### src/rtl/fp_scoreboard.sv
// F-register issue scoreboard: per-register busy bits, in-flight count and
// decode stall generation for RAW/WAW/capacity hazards.

module fp_sb_cell (
  input  logic clk,
  input  logic rst_n,
  input  logic set_i,
  input  logic clr_i,
  output logic busy_o
);
  logic busy_q, busy_d;

  // Set after clear so a same-cycle issue and writeback leave the bit busy.
  always_comb begin
    busy_d = busy_q;
    if (clr_i) busy_d = 1'b0;
    if (set_i) busy_d = 1'b1;
  end

  always_ff @(posedge clk) begin
    if (!rst_n) busy_q <= 1'b0;
    else        busy_q <= busy_d;
  end

  assign busy_o = busy_q;
endmodule

module fp_scoreboard #(
  parameter int MAX_INFLIGHT = 4,
  parameter int CNT_W        = 4
) (
  input  logic             clk,
  input  logic             rst_n,
  input  logic             dec_valid,
  input  logic             dec_is_fpu,
  input  logic             dec_fp_reg_write,
  input  logic [4:0]       dec_rd,
  input  logic [4:0]       dec_rs1,
  input  logic [4:0]       dec_rs2,
  input  logic [4:0]       dec_rs3,
  input  logic             dec_use_rs1,
  input  logic             dec_use_rs2,
  input  logic             dec_use_rs3,
  input  logic             wb_valid,
  input  logic [4:0]       wb_rd,
  output logic             issue_ready,
  output logic             issue_fire,
  output logic [31:0]      busy_vec,
  output logic [CNT_W-1:0] inflight_cnt,
  output logic             sb_err,
  output logic [31:0]      stall_cnt
);
  localparam int NUM_REGS = 32;

  logic [NUM_REGS-1:0] busy_q, eff_busy, wb_hit, set_vec;
  logic [CNT_W-1:0]    cnt_q, cnt_d, post_cnt;
  logic [31:0]         stall_cnt_q, stall_cnt_d;
  logic                sb_err_q, sb_err_d;
  logic                fpu_req, raw, waw, cap, hazard;
  logic                wb_counted, issue_w, stall;

  genvar r;
  generate
    for (r = 0; r < NUM_REGS; r++) begin : g_reg
      assign wb_hit[r]  = wb_valid & (wb_rd == 5'(r));
      assign set_vec[r] = issue_w & (dec_rd == 5'(r));
      fp_sb_cell u_cell (
        .clk    (clk),
        .rst_n  (rst_n),
        .set_i  (set_vec[r]),
        .clr_i  (wb_hit[r]),
        .busy_o (busy_q[r])
      );
    end
  endgenerate

  // A writeback landing this cycle is forwarded through the register file.
  assign eff_busy   = busy_q & ~wb_hit;
  assign wb_counted = wb_valid & busy_q[wb_rd];
  assign post_cnt   = cnt_q - CNT_W'(wb_counted);

  assign fpu_req = dec_valid & dec_is_fpu;
  assign raw     = (dec_use_rs1 & eff_busy[dec_rs1]) |
                   (dec_use_rs2 & eff_busy[dec_rs2]) |
                   (dec_use_rs3 & eff_busy[dec_rs3]);
  assign waw     = dec_fp_reg_write & eff_busy[dec_rd];
  assign cap     = dec_fp_reg_write & (post_cnt >= CNT_W'(MAX_INFLIGHT));
  assign hazard  = raw | waw | cap;

  assign issue_ready = rst_n & ~(fpu_req & hazard);
  assign issue_fire  = rst_n & fpu_req & ~hazard;
  assign stall       = rst_n & fpu_req & hazard;
  assign issue_w     = issue_fire & dec_fp_reg_write;

  always_comb begin
    cnt_d = cnt_q;
    if (issue_w & ~wb_counted)      cnt_d = cnt_q + CNT_W'(1);
    else if (~issue_w & wb_counted) cnt_d = cnt_q - CNT_W'(1);
  end

  always_comb begin
    stall_cnt_d = stall_cnt_q;
    if (stall && stall_cnt_q != 32'hFFFF_FFFF) stall_cnt_d = stall_cnt_q + 32'd1;
  end

  assign sb_err_d = sb_err_q | (wb_valid & ~busy_q[wb_rd]);

  always_ff @(posedge clk) begin
    if (!rst_n) begin
      cnt_q       <= '0;
      stall_cnt_q <= '0;
      sb_err_q    <= 1'b0;
    end else begin
      cnt_q       <= cnt_d;
      stall_cnt_q <= stall_cnt_d;
      sb_err_q    <= sb_err_d;
    end
  end

  assign busy_vec     = busy_q;
  assign inflight_cnt = cnt_q;
  assign sb_err       = sb_err_q;
  assign stall_cnt    = stall_cnt_q;
endmodule

### config.mk
export PLATFORM = sky130hd
export DESIGN_NAME = fp_scoreboard
export DESIGN_NICKNAME = d
export VERILOG_FILES = /design/src/rtl/fp_scoreboard.sv
export SDC_FILE = /design/constraint.sdc
export NUM_CORES = 1
export LEC_CHECK = 0
export BUFFER_PORTS_ARGS = -buffer_cell sky130_fd_sc_hd__buf_2
export CAP_MARGIN = 20
export CORE_MARGIN = 1.5
export CORE_UTILIZATION = 30
export CTS_CLUSTER_SIZE = 28
export DETAILED_ROUTE_END_ITERATION = 8
export GPL_TIMING_DRIVEN = 1
export PLACE_DENSITY = 0.47
export SYNTH_ARGS = -nofsm -noshare
export SYNTH_HDL_FRONTEND = slang
export SYNTH_SLANG_ARGS = --single-unit
### constraint.sdc
create_clock -name clk -period 14.1 [get_ports clk]
set_clock_uncertainty 0.15 [all_clocks]
set_input_delay 2.82 -clock clk [delete_from_list [all_inputs] [get_ports clk]]
set_output_delay 2.82 -clock clk [all_outputs]
set_load 0.01 [all_outputs]
==> impl_results.md <==
* Status: completed
* Worst path slowest cell: or3_1
* Syn Nets at 719
* Synth Cell Area at 5540 sq um
* I/O pins at 105
* Post-Syn Instances at 680
* CTS tree: done
* Endpoints failing setup at 0
* Chip width at 139 um
* Avg WL per Cell at 23.1 um
* Slew Viols, Final at 0
* Final-stage net count at 752
* Post-route ant nets at 0
* Clock net sink count at 69
* Crit start category: input port
* Syn_area_per_cell at 8.14 sq um
* Synth Warn # at 0
* Final Hold Fails at 0
* Setup bufs post-CTS at 0
* TritonCTS buffer count at 9
* Post-layout min period at 9.52 ns
* Yosys cell types at 82
* Maximum vdd drop at 0.0000581 V
* Hold-fix buffers, CTS at 0
* Slew HR at 0.272
* Core footprint at 18,000 sq um
* Metal1 wirelength at 9270 um
* Crit path cell chain: buf_2 -> nand4b_1 -> o21ai_1 -> mux4_2 -> nor4b_1 -> nor4_1 -> nand4_1 -> or3_1 -> a31oi_1 -> buf_2
* Leakage power at 0.00222 uW
* Met3 routed WL at 1710 um
* Number of flops mapped to enable cells by yosys at 0
* Worst hold start: sb_err$_SDFF_PN0_
* Seq/Total Area, Yosys at 0.249
* Slew @ Worst Pin at 1.08 ns
* Fmax at 105 MHz
* CP required at 11.13 ns
* IO Port Bufs at 104
* Clk root buf: clkbuf_16
* Asr flop ratio synth at 0
* Maximum fanout along the worst path at 24
* Worst hold slack at 0.323 ns
* Most frequent CP cell: buf_2
* Internal power at 340 uW
* Post-DP HPWL at 16,300 um
* Vias in the first global route at 5,591
* FF-to-FF setup slack at 9.50 ns
* Total detailed-routing wirelength at 21,900 um
* Setup TNS at 0 ns
* Row count at 49
* Die area at 19,300 sq um
* Routability Congestion at 0.937
* Initial antenna violation count at 1
* First drt pass iteration count at 5
* Type of element capturing the critical path: output port
* Max clock buf depth at 2
* Share of layout cells above drive strength 1 at 0.210
* Crit Path Class: input port to output port
* Starting Density at 0.307
* Worst r2r dst: inflight_cnt[3]$_SDFFE_PN0P_
* Largest net degree at the start of global routing at 57
* Fin crit share at 0.675
* Highest routed layer: met5
* Dominant synthesized flop cell: dfxtp_1
* Clk_lat worst skew at 0.34 ns
* Logic pwr share at 0.162
* H-tree levels at 3
* Area growth from synthesis to layout at 10.8%
* DRC viols at 0
* Iteration-0 DRC Markers at 547
* Sw Ratio at 0.295
* Path depth of the worst reg2reg path at 16
* Worst-path clk slew at 0.06 ns
* Vias per cell at 6.09
* PostCTS Resize Cnt at 0
* Crit-path max cell delay at 0.61 ns
* Worst min path class: register to register
* Die Y at 139 um
* Met2 Wirelength at 9840 um
* Clk pwr share at 0.426
* Power per cell area at 78.6 nW/um^2
* Hold EP: sb_err$_SDFF_PN0_
* Total gr overflow at 0
* Most common cell after layout, fill and taps aside: buf_2
* RSZ-0062 raised after global routing: no
* Most frequent cells in the layout: buf_2, dfxtp_1, nand2_1
* GRT Total Usage at 0.224
* Worst r2r src: g_reg[15].u_cell.busy_o$_SDFFE_PN0P_
* #FFs+latches synth at 69
* Vias at 5,773
* Worst EP arrival at 6.55 ns
* Net Sw Power at 142 uW
* Maximum capacitance violations at 0
* First-pass GRT wire length at 33,700 um
* Reg power frac at 0.412
* Hold depth at 2
==> area by class of cell <==
type                       instances  area, sq um
antenna                            1         2.50
sequential                        69         1380
tap                              229          287
multi-input combinational        516         3620
clock inverter                     4         25.0
timing repair buffer             107          551
clock buffer                      12          236
fill                            1968        11900
inverter                          10         37.5
==> how the worst max path moves through the flow <==
stage / from / to / slack, ns / cells after the start
3_3_place_gp: wb_rd[1] / issue_ready / 4.50 / 10
5_1_grt: wb_rd[1] / issue_ready / 4.33 / 10
3_5_place_dp: wb_rd[1] / issue_ready / 4.59 / 10
2_1_floorplan: wb_rd[0] / issue_ready / 5.83 / 11
4_1_cts: wb_rd[1] / issue_ready / 4.56 / 10
6_report: wb_rd[1] / issue_ready / 4.58 / 10
==> cell families (layout without fill, tap and decap cells) <==
logic type,after synthesis,after routing,share of synthesized area
and+or+nand+nor,249,249,0.262
AOI/OAI and AO/OA,204,204,0.249
buffers and inverters,95,133,0.0974
DFF,69,69,0.249
muxes,48,48,0.112
xor gates and xnor gates,10,10,0.0172
adders and majority gates,5,5,0.0127
other,0,1,0
==> Yosys cell counts, drive strengths merged (10+ instances only) <==
library cell  instances  share of area
or3                  18          0.020
mux2i                27          0.049
mux2                 11          0.022
nor4                 10          0.011
buf                  53          0.069
nand3                24          0.022
o211ai               15          0.020
nand2b               18          0.020
a21oi                29          0.026
o31ai                10          0.014
nand2                52          0.035
nand4                16          0.019
mux4                 10          0.041
nor2                 29          0.020
dfxtp                69           0.25
o21ai                47          0.042
o22ai                27          0.031
nor3                 15          0.016
or4                  10          0.014
clkbuf               32          0.022
o21a                 11          0.015
==> metal layers <==
metal | vias to the layer above | track usage
met4 | 2 | 0.109
met3 | 64 | 0.0532
met5 | - | 0
li1 | 2680 | -
met2 | 275 | 0.353
met1 | 2752 | 0.288
==> state kept, by name, indices dropped and copies added (netlist names) <==
name and flops:
inflight_cnt 4, sb_err 1, stall_cnt 32, g.u_cell.busy_o 32
==> worst max-delay path, delay by kind of cell <==
kind                   cells  cell delay [ns]
AOI/OAI and AO/OA          2             0.79
buffers and inverters      2             0.56
muxes                      1             0.34
and+or+nand+nor            5             2.02
==> power by group through the flow <==
stage          sequential (uW)  clock [uW]  combinational, uW
6_report                   199         206               77.9
5_1_grt                    199         216               85.8
4_1_cts                    199         210               77.2
3_5_place_dp               203           0               76.8
3_3_place_gp               203           0               76.5
2_1_floorplan              203           0               57.4
==> metrics by stage <==
step           area (sq um)  std cells  power (uW)  setup slack, ns  utilization
2_1_floorplan          5540        680         260             5.83            -
3_3_place_gp           5860        930         280             4.50        0.325
3_5_place_dp           5860        930         280             4.59        0.325
4_1_cts                6120        946         486             4.56        0.339
5_1_grt                6130        947         501             4.33        0.340
6_report               6140        948         482             4.58        0.340
No activity file was read; power rests on OpenSTA's default activity.
